===== src/rtl/m_cg_bank_pkg.sv =====
// m_cg_bank_pkg: shared types and default parameters for the clock-gate bank.
// Optional statistics counters are built when M_CG_BANK_STATS_EN is defined.
package m_cg_bank_pkg;

    // Per-channel gate state
    typedef enum logic [1:0] {
        CH_ON   = 2'd0,
        CH_OFF  = 2'd1,
        CH_WAKE = 2'd2
    } ch_state_e;

    localparam int DEF_NCH      = 4;
    localparam int DEF_IDLE_W   = 8;
    localparam int DEF_WAKE_CYC = 2;
`ifdef M_CG_BANK_STATS_EN
    localparam int DEF_STAT_W   = 16;
`endif

endpackage


===== src/rtl/m_cg.sv =====
// m_cg: latch-based integrated clock gate. The enable is captured while the
// clock is low, so it cannot change during the high phase and ECK is glitch-free.
module m_cg (
    input  logic ck_i,
    input  logic e_i,
    input  logic se_i,
    output logic eck_o
);

    logic en_l;

    // Transparent-low latch holding the combined functional/scan enable
    always_latch begin
        if (!ck_i) en_l = e_i | se_i;
    end

    assign eck_o = ck_i & en_l;

endmodule


===== src/rtl/m_cg_bank_ch.sv =====
// m_cg_bank_ch: one auto-gated clock channel (idle counter, ON/OFF/WAKE FSM,
// wake counter, m_cg cell). OFF-cycle statistics exist when
// M_CG_BANK_STATS_EN is defined.
//
// Wake handshake: activity (busy_i | force_on_i) sampled in OFF is the
// request; rdy_o is the acknowledge. rdy_o stays low until exactly WAKE_CYC
// gated pulses have been delivered on eck_o, then rises and stays high until
// the channel gates again. Requests seen during WAKE are not queued.
module m_cg_bank_ch
    import m_cg_bank_pkg::*;
#(
    parameter int IDLE_W   = DEF_IDLE_W,
    parameter int WAKE_CYC = DEF_WAKE_CYC
`ifdef M_CG_BANK_STATS_EN
    ,
    parameter int STAT_W   = DEF_STAT_W
`endif
) (
    input  logic              clk_i,
    input  logic              rst_i,
    input  logic              se_i,
    input  logic [IDLE_W-1:0] idle_lim_i,
    input  logic              force_on_i,
    input  logic              busy_i,
    output logic              eck_o,
    output logic              rdy_o,
    output ch_state_e         state_o
`ifdef M_CG_BANK_STATS_EN
    ,
    input  logic              stat_clr_i,
    output logic [STAT_W-1:0] stat_cnt_o
`endif
);

    localparam int WCNT_W = (WAKE_CYC < 2) ? 1 : $clog2(WAKE_CYC + 1);
    localparam logic [WCNT_W-1:0] WAKE_LOAD = WCNT_W'(WAKE_CYC);

    ch_state_e         state_q;
    logic              en_q;
    logic              rdy_q;
    logic [IDLE_W-1:0] cnt_q;
    logic [IDLE_W-1:0] cnt_d;
    logic [WCNT_W-1:0] wcnt_q;
    logic              act;

    assign act   = busy_i | force_on_i;
    // Saturating increment of the idle run length
    assign cnt_d = (cnt_q == '1) ? cnt_q : cnt_q + IDLE_W'(1);

    // Channel FSM; en_q is a flop output so the gate enable never sees busy_i combinationally
    always_ff @(posedge clk_i) begin
        if (rst_i) begin
            state_q <= CH_ON;
            en_q    <= 1'b1;
            rdy_q   <= 1'b1;
            cnt_q   <= '0;
            wcnt_q  <= '0;
        end else begin
            case (state_q)
                CH_ON: begin
                    if (act || (idle_lim_i == '0)) begin
                        cnt_q <= '0;
                    end else begin
                        cnt_q <= cnt_d;
                        if (cnt_d >= idle_lim_i) begin
                            state_q <= CH_OFF;
                            en_q    <= 1'b0;
                            rdy_q   <= 1'b0;
                        end
                    end
                end
                CH_OFF: begin
                    if (act) begin
                        en_q <= 1'b1;
                        if (WAKE_CYC == 0) begin
                            state_q <= CH_ON;
                            rdy_q   <= 1'b1;
                            cnt_q   <= '0;
                        end else begin
                            state_q <= CH_WAKE;
                            wcnt_q  <= WAKE_LOAD;
                        end
                    end
                end
                CH_WAKE: begin
                    if (wcnt_q <= WCNT_W'(1)) begin
                        state_q <= CH_ON;
                        rdy_q   <= 1'b1;
                        cnt_q   <= '0;
                        wcnt_q  <= '0;
                    end else begin
                        wcnt_q <= wcnt_q - WCNT_W'(1);
                    end
                end
                default: begin
                    state_q <= CH_ON;
                    en_q    <= 1'b1;
                    rdy_q   <= 1'b1;
                    cnt_q   <= '0;
                    wcnt_q  <= '0;
                end
            endcase
        end
    end

    assign rdy_o   = rdy_q;
    assign state_o = state_q;

    m_cg u_cg (
        .ck_i  (clk_i),
        .e_i   (en_q),
        .se_i  (se_i),
        .eck_o (eck_o)
    );

`ifdef M_CG_BANK_STATS_EN
    logic [STAT_W-1:0] stat_q;

    // Saturating count of edges spent in OFF; clear wins over increment
    always_ff @(posedge clk_i) begin
        if (rst_i || stat_clr_i) begin
            stat_q <= '0;
        end else if ((state_q == CH_OFF) && (stat_q != '1)) begin
            stat_q <= stat_q + STAT_W'(1);
        end
    end

    assign stat_cnt_o = stat_q;
`endif

endmodule


===== src/rtl/m_cg_bank.sv =====
// m_cg_bank: bank of NCH independent automatic clock gates sharing the idle
// threshold and scan enable. Define M_CG_BANK_STATS_EN to add STAT_CLR and the
// per-channel OFF-cycle counters on STAT_CNT.
module m_cg_bank
    import m_cg_bank_pkg::*;
#(
    parameter int NCH      = DEF_NCH,
    parameter int IDLE_W   = DEF_IDLE_W,
    parameter int WAKE_CYC = DEF_WAKE_CYC
`ifdef M_CG_BANK_STATS_EN
    ,
    parameter int STAT_W   = DEF_STAT_W
`endif
) (
    input  logic                  CK,
    input  logic                  RST,
    input  logic                  SE,
    input  logic [IDLE_W-1:0]     IDLE_LIM,
    input  logic [NCH-1:0]        FORCE_ON,
    input  logic [NCH-1:0]        BUSY,
    output logic [NCH-1:0]        ECK,
    output logic [NCH-1:0]        RDY,
    output logic [NCH-1:0]        GATED
`ifdef M_CG_BANK_STATS_EN
    ,
    input  logic                  STAT_CLR,
    output logic [NCH*STAT_W-1:0] STAT_CNT
`endif
);

    for (genvar i = 0; i < NCH; i++) begin : g_ch
        ch_state_e ch_state;

        m_cg_bank_ch #(
            .IDLE_W   (IDLE_W),
            .WAKE_CYC (WAKE_CYC)
`ifdef M_CG_BANK_STATS_EN
            ,
            .STAT_W   (STAT_W)
`endif
        ) u_ch (
            .clk_i      (CK),
            .rst_i      (RST),
            .se_i       (SE),
            .idle_lim_i (IDLE_LIM),
            .force_on_i (FORCE_ON[i]),
            .busy_i     (BUSY[i]),
            .eck_o      (ECK[i]),
            .rdy_o      (RDY[i]),
            .state_o    (ch_state)
`ifdef M_CG_BANK_STATS_EN
            ,
            .stat_clr_i (STAT_CLR),
            .stat_cnt_o (STAT_CNT[i*STAT_W +: STAT_W])
`endif
        );

        // GATED is a decode of the registered channel state
        assign GATED[i] = (ch_state == CH_OFF);
    end

endmodule


===== config.mk =====
export PLATFORM = sky130hd
export DESIGN_NAME = m_cg_bank
export DESIGN_NICKNAME = d
export VERILOG_FILES = /design/src/rtl/m_cg_bank_pkg.sv /design/src/rtl/m_cg.sv /design/src/rtl/m_cg_bank_ch.sv /design/src/rtl/m_cg_bank.sv
export SDC_FILE = /design/constraint.sdc
export NUM_CORES = 1
export LEC_CHECK = 0
export ABC_AREA = 1
export BUFFER_PORTS_ARGS = -buffer_cell sky130_fd_sc_hd__buf_2
export CAP_MARGIN = 10
export CELL_PAD_IN_SITES_DETAIL_PLACEMENT = 0
export CELL_PAD_IN_SITES_GLOBAL_PLACEMENT = 2
export CORE_MARGIN = 1
export CORE_UTILIZATION = 26
export CTS_CLUSTER_SIZE = 8
export DETAILED_ROUTE_END_ITERATION = 10
export GPL_TIMING_DRIVEN = 1
export PLACE_DENSITY_LB_ADDON = 0.25
export SYNTH_ARGS = -nofsm -noshare
export SYNTH_HDL_FRONTEND = slang
export SYNTH_SLANG_ARGS = --single-unit

===== constraint.sdc =====
create_clock -name CK -period 2.35 [get_ports CK]
set_clock_uncertainty 0.1 [all_clocks]
set_input_delay 0.235 -clock CK [delete_from_list [all_inputs] [get_ports CK]]
set_output_delay 0.235 -clock CK [all_outputs]
set_load 0.005 [all_outputs]

==> key figures, run 1 <==
Status
  – Outcome: complete, but fails checks
  – Failing checks: negative setup slack

Critical path
  – Startpoint Class: latch
  – Crit Path Max Fanout: 1
  – Crit Reg-Reg Startpoint: g_ch[0].u_ch.cnt_q[5]
  – Reg2Reg Setup Slack: 190 ps
  – Worst Setup SP: g_ch[1].u_ch.u_cg.en_l
  – Kind of critical path: latch2out
  – Last element of the critical path: ECK[1]
  – R2r worst-path depth: 18
  – Worst path required time: 2020 ps
  – Worst reg2reg endpoint: g_ch[0].u_ch.state_o[1]
  – Setup crit end kind: output pin
  – Arrival time worst endpoint: 2230 ps

Drt
  – WL met2: 5.18 mm
  – Detailed Route Iter0 Violations: 153
  – Met3 Wirelength: 457 um
  – DRC: 0
  – Drt via density: 4.38
  – Top Metal Used: met4
  – Routed vias: 4,031
  – Post-DRT Antenna Nets: 0
  – Final wirelength: 11.2 mm
  – M1 wire length: 5.40 mm
  – Routed WL per cell: 12.2 um
  – Drt pass-1 iters: 4

Finish
  – Final Util: 0.337
  – Seq. cell area: 0.00120 sq mm
  – Most frequent cells in the layout: 215 x nand2_1, 80 x inv_1, 48 x a21oi_1, 45 x dfxtp_1
  – Share of cells above drive strength 1: 0.221
  – Area of the multi-input gates: 0.00285 sq mm
  – Antenna cell count: 0
  – Layout area overhead: 26.0%
  – Nets@finish: 766
  – Commonest non-fill, non-tap cell in the layout: nand2_1
  – Number of fill cells: 1,775

Floorplanning
  – Die X-Extent: 130 um
  – Site Rows: 46
  – Starting Density: 0.267
  – Die Span Y: 130 um
  – I/O Pins: 31
  – Die area: 0.0169 sq mm
  – Core ar.: 0.0159 sq mm

Global routing
  – Largest net degree at the start of global routing: 35
  – First-pass GRT wire length: 18.4 mm
  – GRT Util Overall: 0.146
  – Initial antenna violation count: 0
  – Vias in the first global route: 3,963
  – GRT overflow: 0

Hold path
  – Hold Crit Class: in2latch

Clocking
  – Post-CTS Hold Fix Bufs: 0
  – CTS clock-pin slew for the worst setup and hold paths: 50 ps
  – Clock Latency Late Sink: 450 ps
  – TritonCTS clock tree: built

Synthesis
  – Yosys warning total: 0
  – Gate Count Post-Synth: 646
  – Syn_nets: 713
  – Post-synth cell types: 31
  – Post-Syn Area: 0.00426 sq mm
  – Number of synthesized register bits: 60
  – Post-synthesis average cell area: 6.60 sq um

Timing
  – Final setup vio count: 8
  – Max transition margin: 0.677
  – Setup ws final: -214 ps
  – RSZ-0062 raised after global routing: yes
  – Total negative slack: -799 ps
  – Final hold vios: 0
  – WHS: 70.3 ps
  – Final Slew Violations: 0
  – Worst-margin pin slew: 483 ps

Pwr
  – Pwr per Cell Area: 559 mW/mm^2
  – Worst vdd ir: 0.439 mV
  – Leakage power: 2.57 nW

Placed design
  – Final RePlAce weighted congestion: 0.806
  – IO buf count: 30
  – DP Wirelength: 8.50 mm

Flow run
  – Max Cap Viol: 0
-- per-layer routing --
layer	up-vias	GRT usage
li1	2155	-
met1	1802	0.177
met2	60	0.238
met3	14	0.0496
met4	0	0.0527
met5	-	0
-- Yosys cell counts (all sizes together) --
library cell / number / area (sq um)
dfxtp: 56 / 1120
nand4: 8 / 50.1
clkbuf: 6 / 22.5
ha: 48 / 601
nand2: 232 / 891
nor3: 9 / 106
dlxtn: 4 / 60.1
xnor2: 8 / 70.1
clkinv: 1 / 3.75
inv: 84 / 315
nand3: 38 / 205
o21ai: 16 / 103
nor2: 53 / 224
a21oi: 53 / 273
or2: 6 / 37.5
xor2: 6 / 52.6
o211ai: 3 / 22.5
buf: 12 / 80.1
or3: 1 / 6.26
o211a: 2 / 20.0
-- how the worst min path moves through the flow --
stage / slack, ps / to / cells past startpoint / from
6_report: 70 / g_ch[2].u_ch.u_cg.en_l / 2 / SE
5_1_grt: 60 / g_ch[1].u_ch.u_cg.en_l / 2 / SE
4_1_cts: 60 / g_ch[2].u_ch.u_cg.en_l / 2 / SE
3_5_place_dp: 290 / ECK[1] / 3 / CK
3_3_place_gp: 290 / ECK[1] / 3 / CK
2_1_floorplan: 290 / ECK[1] / 3 / CK
-- worst max-delay path, cell delays in order, from the launching register on --
cell and delay, ps:
dlxtn_1 390, nand2_1 50, inv_1 40, buf_2 100
-- power by group --
part	internal [mW]	leakage, nW	switching [mW]
Clock	1.16	0.242	0.603
Combinational	0.0775	1.83	0.147
Sequential	1.01	0.491	0.00814
Total	2.24	2.57	0.757
-- flip-flops by register name, summed over array words and instances (netlist names) --
signal	count
g_ch.u_ch.u_cg.en_l	4
g_ch.u_ch.wcnt_q	8
g_ch.u_ch.en_q	4
g_ch.u_ch.rdy_o	4
g_ch.u_ch.cnt_q	32
g_ch.u_ch.state_o	8
-- metrics by stage --
stage                     total power, mW  setup WS, ps  instances  cell area, sq um
final                                3.00          -214        921              5370
after global routing                 3.18          -278        921              5370
after CTS                            3.04          -241        917              5130
after detailed placement             1.37         -64.5        895              4740
after global placement               1.37         -13.0        895              4740
after floorplan                      1.34           190        646              4260
-- final cells by class --
class | count | share of cell area
clock buffer | 23 | 0.0734
clock inverter | 6 | 0.00466
inverter | 81 | 0.0571
multi-input combinational | 483 | 0.530
sequential | 60 | 0.224
tap | 216 | 0.0503
timing repair buffer | 52 | 0.0612
-- timing repair --
item / 4_1_cts / 5_1_grt
endpoints found under the hold margin: 0 / 0
buffers inserted: 1 / 4
resized for setup: 3 / 59
pin swaps: 4 / 19
endpoints found under the setup margin: 11 / 24
-- cell families (layout without fill, tap and decap cells) --
kind of cell	after synthesis	after routing	synth area share
adders and majority gates	48	48	0.141
and+or+nand+nor	347	347	0.357
buffers and inverters	103	162	0.0989
DFF	56	56	0.263
AOI/OAI and AO/OA	74	74	0.0980
latches	4	4	0.0141
xor gates and xnor gates	14	14	0.0288
(Power assumes the default switching activity.)
==> run 2: changes to the inputs <==
--- a/config.mk
+++ b/config.mk
@@ -8,14 +8,11 @@
 export ABC_AREA = 1
 export BUFFER_PORTS_ARGS = -buffer_cell sky130_fd_sc_hd__buf_2
 export CAP_MARGIN = 10
-export CELL_PAD_IN_SITES_DETAIL_PLACEMENT = 0
-export CELL_PAD_IN_SITES_GLOBAL_PLACEMENT = 2
 export CORE_MARGIN = 1
 export CORE_UTILIZATION = 26
 export CTS_CLUSTER_SIZE = 8
 export DETAILED_ROUTE_END_ITERATION = 10
 export GPL_TIMING_DRIVEN = 1
-export PLACE_DENSITY_LB_ADDON = 0.25
 export SYNTH_ARGS = -nofsm -noshare
 export SYNTH_HDL_FRONTEND = slang
 export SYNTH_SLANG_ARGS = --single-unit
==> key figures, run 2 (synthesis gave the netlist of run 1 again) <==
Critical path
  – Arrival time worst endpoint: 2220 ps
  – Crit Reg-Reg Startpoint: g_ch[0].u_ch.cnt_q[1]
  – Setup crit end kind: output pin
  – Reg2Reg Setup Slack: 150 ps
  – Crit-path slowest cell: dlxtn_1
  – Top Family by Delay on Critical Path: latches
  – Crit Path Max Fanout: 1
  – Kind of critical path: latch2out
  – Startpoint Class: latch
  – R2r worst-path depth: 18
  – Worst path required time: 2020 ps
  – Critical path buffers and inverters: 2
  – Worst reg2reg endpoint: g_ch[0].u_ch.rdy_o
  – Crit-path cells: nand2_1, inv_1, buf_2
  – CP max stage delay: 390 ps

Timing
  – Final hold vios: 0
  – Final setup vio count: 8
  – Max transition margin: 0.504
  – Total negative slack: -793 ps
  – Worst-margin pin slew: 742 ps
  – RSZ-0062 raised after global routing: yes
  – Final Slew Violations: 0
  – Setup ws final: -208 ps

Drt
  – Drt pass-1 iters: 4
  – Routed WL per cell: 11.5 um
  – Routed vias: 3,999
  – Detailed Route Iter0 Violations: 211
  – Final wirelength: 10.5 mm
  – DRC: 0
  – Post-DRT Antenna Nets: 0
  – Drt via density: 4.37

Global routing
  – GRT overflow: 0
  – Largest net degree at the start of global routing: 35
  – Vias in the first global route: 4,053
  – First-pass GRT wire length: 17.6 mm
  – GRT Util Overall: 0.134
  – Initial antenna violation count: 0

Finish
  – Most frequent cells in the layout: 208 x nand2_1, 80 x inv_1, 49 x a21oi_1, 46 x dfxtp_1, 41 x nor2_1
  – Commonest non-fill, non-tap cell in the layout: nand2_1
  – Nets@finish: 761
  – Antenna cell count: 0
  – Post-route insts no fill: 916
  – Final Cell Area: 0.00543 sq mm
  – Largest reg by FF count: g_ch.u_ch.cnt_q
  – Max reg flops: 32
  – Share of cells above drive strength 1: 0.230
  – Layout area overhead: 27.4%

Pwr
  – Worst vdd ir: 0.365 mV
  – Switching power: 750 uW
  – Internal power: 2.38 mW
  – Overall power: 3.13 mW
  – Comb power frac: 0.074
  – Leakage power: 2.56 nW
  – Pwr per Cell Area: 575 mW/mm^2
  – Clock power frac: 0.601
  – Sequential share of power: 0.325
  – Switching part of the total: 0.240

Hold path
  – Hold path depth: 2
  – Hold EP: g_ch[3].u_ch.u_cg.en_l
  – Min-Delay Startpoint: SE
  – Hold Crit Class: in2latch

Placed design
  – IO buf count: 30
  – Post-DP Area: 0.00472 sq mm
  – Placed Instances: 892
  – Final RePlAce weighted congestion: 0.872
  – DP Wirelength: 7.58 mm

Flow run
  – Max Cap Viol: 0

Floorplanning
  – Die X-Extent: 130 um
  – Starting Density: 0.267
  – Die Span Y: 130 um
  – Site Rows: 46
  – Die area: 0.0169 sq mm
  – Core ar.: 0.0159 sq mm
  – I/O Pins: 31

Clocking
  – CTS clock-pin slew for the worst setup and hold paths: 50 ps
  – Post-CTS Hold Fix Bufs: 0
  – Clock Latency Late Sink: 440 ps
  – TritonCTS clock tree: built

Status
  – Outcome: complete, but fails checks
  – Failing checks: negative setup slack
## run 2: changes by cell type in the layout (fill, tap and decap cells not counted), moves of 4 or more
cell	change
nand2_1	-7
buf_4	-4
ha_1	-4
nand2_2	+6
ha_4	+4
## run 2: stage by stage
stage          hold WS [ps]  utilization  setup WS [ps]
2_1_floorplan           293            -            190
3_3_place_gp            289        0.296           20.5
3_5_place_dp            289        0.296          -6.19
4_1_cts                71.2        0.322           -243
5_1_grt                78.4        0.341           -269
6_report               80.6        0.341           -208
## run 2: how the worst max path moves through the flow
| stage | startpoint | cells past startpoint | to | slack [ps] |
|---|---|---|---|---|
| 2_1_floorplan | g_ch[1].u_ch.cnt_q[0] | 16 | g_ch[1].u_ch.rdy_o | 190 |
| 3_3_place_gp | g_ch[3].u_ch.cnt_q[1] | 16 | g_ch[3].u_ch.rdy_o | 20 |
| 3_5_place_dp | g_ch[2].u_ch.cnt_q[0] | 15 | g_ch[2].u_ch.state_o[1] | -6 |
| 4_1_cts | g_ch[1].u_ch.u_cg.en_l | 3 | ECK[1] | -240 |
| 5_1_grt | g_ch[1].u_ch.u_cg.en_l | 3 | ECK[1] | -270 |
| 6_report | g_ch[1].u_ch.u_cg.en_l | 3 | ECK[1] | -210 |
## run 2: routing by layer
metal  GRT usage  share of wire  up-vias
li1            -              -     2141
met1       0.162           0.48     1785
met2       0.221           0.47       59
met3      0.0431          0.046       14
met4      0.0499         0.0094        0
met5           0              0        -
## run 2: layout make-up
type	count	area [sq um]
Sequential cell	60	1200
Clock inverter	10	93.8
Timing Repair Buffer	47	288
Tap cell	216	270
Inverter	81	307
Clock buffer	19	353
Fill cell	1701	10500
Multi-Input combinational cell	483	2930
## run 2: power groups by stage
stage | logic, mW | clock network (mW) | registers (mW)
2_1_floorplan | 0.139 | 0.162 | 1.04
3_3_place_gp | 0.208 | 0.121 | 1.04
6_report | 0.230 | 1.88 | 1.02
4_1_cts | 0.211 | 1.94 | 1.01
3_5_place_dp | 0.210 | 0.121 | 1.04
5_1_grt | 0.265 | 2.01 | 1.02
## run 2: worst register-to-register path: cells and delay by family (launching register included)
family | cells | cell delay (ps)
flops | 1 | 350
simple gates | 14 | 1040
buf+inv | 2 | 160
fa+ha+maj | 2 | 410
## run 2: what timing repair did
item / CTS / global route
endpoints found under the setup margin: 9 / 24
pin swaps: 3 / 18
buffers inserted: 0 / 3
gates resized for setup: 2 / 69
endpoints found under the hold margin: 0 / 0
==> run 3: changes to the inputs <==
--- a/config.mk
+++ b/config.mk
@@ -15,4 +15,5 @@
 export GPL_TIMING_DRIVEN = 1
 export SYNTH_ARGS = -nofsm -noshare
 export SYNTH_HDL_FRONTEND = slang
+export SYNTH_HIERARCHICAL = 1
 export SYNTH_SLANG_ARGS = --single-unit
==> key figures, run 3 <==
Global routing
  – Initial antenna violation count: 0
  – Vias in the first global route: 3,821
  – First-pass GRT wire length: 17.9 mm
  – GRT overflow: 0
  – GRT Util Overall: 0.128
  – Largest net degree at the start of global routing: 18

Finish
  – Seq. cell area: 0.00121 sq mm
  – Post-route insts no fill: 971
  – Layout area overhead: 30.6%
  – Most frequent cells in the layout: 163 x nand2_1, 74 x inv_1, 70 x nor2_1, 45 x dfxtp_1, 42 x ha_1
  – Antenna cell count: 0
  – Number of fill cells: 1,779
  – Nets@finish: 813
  – Share of cells above drive strength 1: 0.336
  – Max reg flops: 32
  – Area of the multi-input gates: 0.00318 sq mm
  – Final Cell Area: 0.00589 sq mm
  – Commonest non-fill, non-tap cell in the layout: nand2_1
  – Largest reg by FF count: g_ch.u_ch/cnt_q

Synthesis
  – Synth top area cells: dfxtp_1 25%, nand2_1 15%, ha_1 13%
  – Synth top area share: 0.248
  – Synth Area in Compound Gates: 0.131
  – Syn_nets: 735
  – Synth Area in Adders: 0.133
  – Number of synthesized register bits: 60
  – Top FF cell, synth: dfxtp_1
  – Number of synthesized flops with an enable pin: 0
  – Post-Synth Simple-Gate Area: 0.354
  – Yosys warning total: 6
  – Gate Count Post-Synth: 668
  – Post-synth cell types: 27
  – Largest family of logic cells by synthesized area: simple AND/OR/NAND/NOR gates
  – Cell taking the most area after synthesis: dfxtp_1
  – Most common cell in the netlist: nand2_1
  – Post-synthesis mux area share: 0
  – Post-synthesis average cell area: 6.76 sq um
  – Asr flop ratio synth: 0
  – Post-Syn Area: 0.00451 sq mm
  – Post-Synth XOR/XNOR Area: 0.0233
  – Post-synth top cells: 184 x nand2_1, 76 x inv_1, 76 x nor2_1

Critical path
  – Worst path required time: 2020 ps
  – Crit Reg-Reg Startpoint: g_ch[2].u_ch/cnt_q[1]
  – Kind of critical path: latch2out
  – Top Family by Delay on Critical Path: latches
  – Crit-path cells: nand2_2, inv_1, buf_2
  – Startpoint Class: latch
  – Critical path buffers and inverters: 2
  – Crit Path Max Fanout: 1
  – Arrival time worst endpoint: 2220 ps
  – Worst Setup SP: g_ch[2].u_ch/u_cg/en_l
  – Setup crit end kind: output pin
  – Crit-path slowest cell: dlxtn_2
  – CP max stage delay: 400 ps

Placed design
  – Pre-CTS WS: -24.3 ps
  – Final RePlAce weighted congestion: 0.844
  – IO buf count: 30
  – Placed Instances: 943
  – DP Wirelength: 7.73 mm
  – Post-DP Area: 0.00514 sq mm

Timing
  – Max transition margin: 0.673
  – Setup ws final: -208 ps
  – Final hold vios: 0
  – RSZ-0062 raised after global routing: yes
  – Final setup vio count: 8
  – Total negative slack: -802 ps
  – Final Slew Violations: 0
  – Worst-margin pin slew: 491 ps

Drt
  – Detailed Route Iter0 Violations: 189
  – DRC: 0
  – Final wirelength: 10.8 mm
  – Drt via density: 4.34
  – Routed vias: 4,214
  – Routed WL per cell: 11.2 um
  – Drt pass-1 iters: 4
  – Post-DRT Antenna Nets: 0

Hold path
  – Min-Delay Startpoint: RST
  – Hold Crit Class: in2reg

Flow run
  – Max Cap Viol: 0

Pwr
  – Overall power: 3.04 mW
  – Pwr per Cell Area: 515 mW/mm^2
  – Leakage power: 2.81 nW
  – Worst vdd ir: 0.296 mV

Floorplanning
  – Site Rows: 47
  – I/O Pins: 31
  – Core ar.: 0.0168 sq mm
  – Starting Density: 0.269
  – Die X-Extent: 134 um
  – Die area: 0.0179 sq mm
  – Die Span Y: 134 um

Status
  – Outcome: complete, but fails checks
  – Failing checks: negative setup slack

Clocking
  – TritonCTS clock tree: built
  – CTS clock-pin slew for the worst setup and hold paths: 50 ps
  – Clock Latency Late Sink: 450 ps
==> run 3: where the power goes <==
group / internal, mW / total, mW / switching (mW)
combinational: 0.0894 / 0.251 / 0.161
clock: 1.17 / 1.78 / 0.612
sequential: 1.00 / 1.01 / 0.00734
==> run 3: metal layers <==
metal | routed length [um] | track usage | vias up
met3 | 427 | 0.0484 | 19
met1 | 5270 | 0.158 | 1885
met2 | 4890 | 0.192 | 52
li1 | - | - | 2258
met5 | 0 | 0 | -
met4 | 251 | 0.0669 | 0
==> run 3: path summary, 6_finish.rpt <==
kind / end / slack [ps] / cells after the start
max: ECK[2] / -210 / 3
min: g_ch[3].u_ch/wcnt_q[1] / 140 / 2
max reg2reg: g_ch[2].u_ch/state_o[1] / 60 / 17
min reg2reg: g_ch[2].u_ch/wcnt_q[0] / 360 / 2
==> run 3: area by class of cell <==
type                       instances  area share
clock buffer                      23      0.0675
clock inverter                     5     0.00340
inverter                         108      0.0688
multi-input combinational        492       0.539
sequential                        60       0.205
tap                              220      0.0467
timing repair buffer              63      0.0703
==> run 3: logic make-up (layout without fill, tap and decap cells) <==
logic type / after synthesis / after routing
adder cells (fa/ha/maj): 48 / 48
buffers and inverters: 116 / 199
AND/OR/NAND/NOR: 344 / 344
XOR/XNOR: 12 / 12
AO/OA/AOI/OAI: 88 / 88
flip-flops: 56 / 56
latches: 4 / 4
==> run 3: what timing repair did <==
action,in CTS,in global routing
endpoints found under the hold margin,1,0
resized for setup,5,78
hold buffers,1,0
setup buffers,0,7
pin swaps,0,44
endpoints found under the setup margin,15,24
==> run 3: through the flow <==
step / hold WS, ps / utilization
floorplan: 219 / -
global placement: 293 / 0.307
detailed placement: 293 / 0.307
CTS: 123 / 0.331
global route: 151 / 0.352
finish: 136 / 0.352
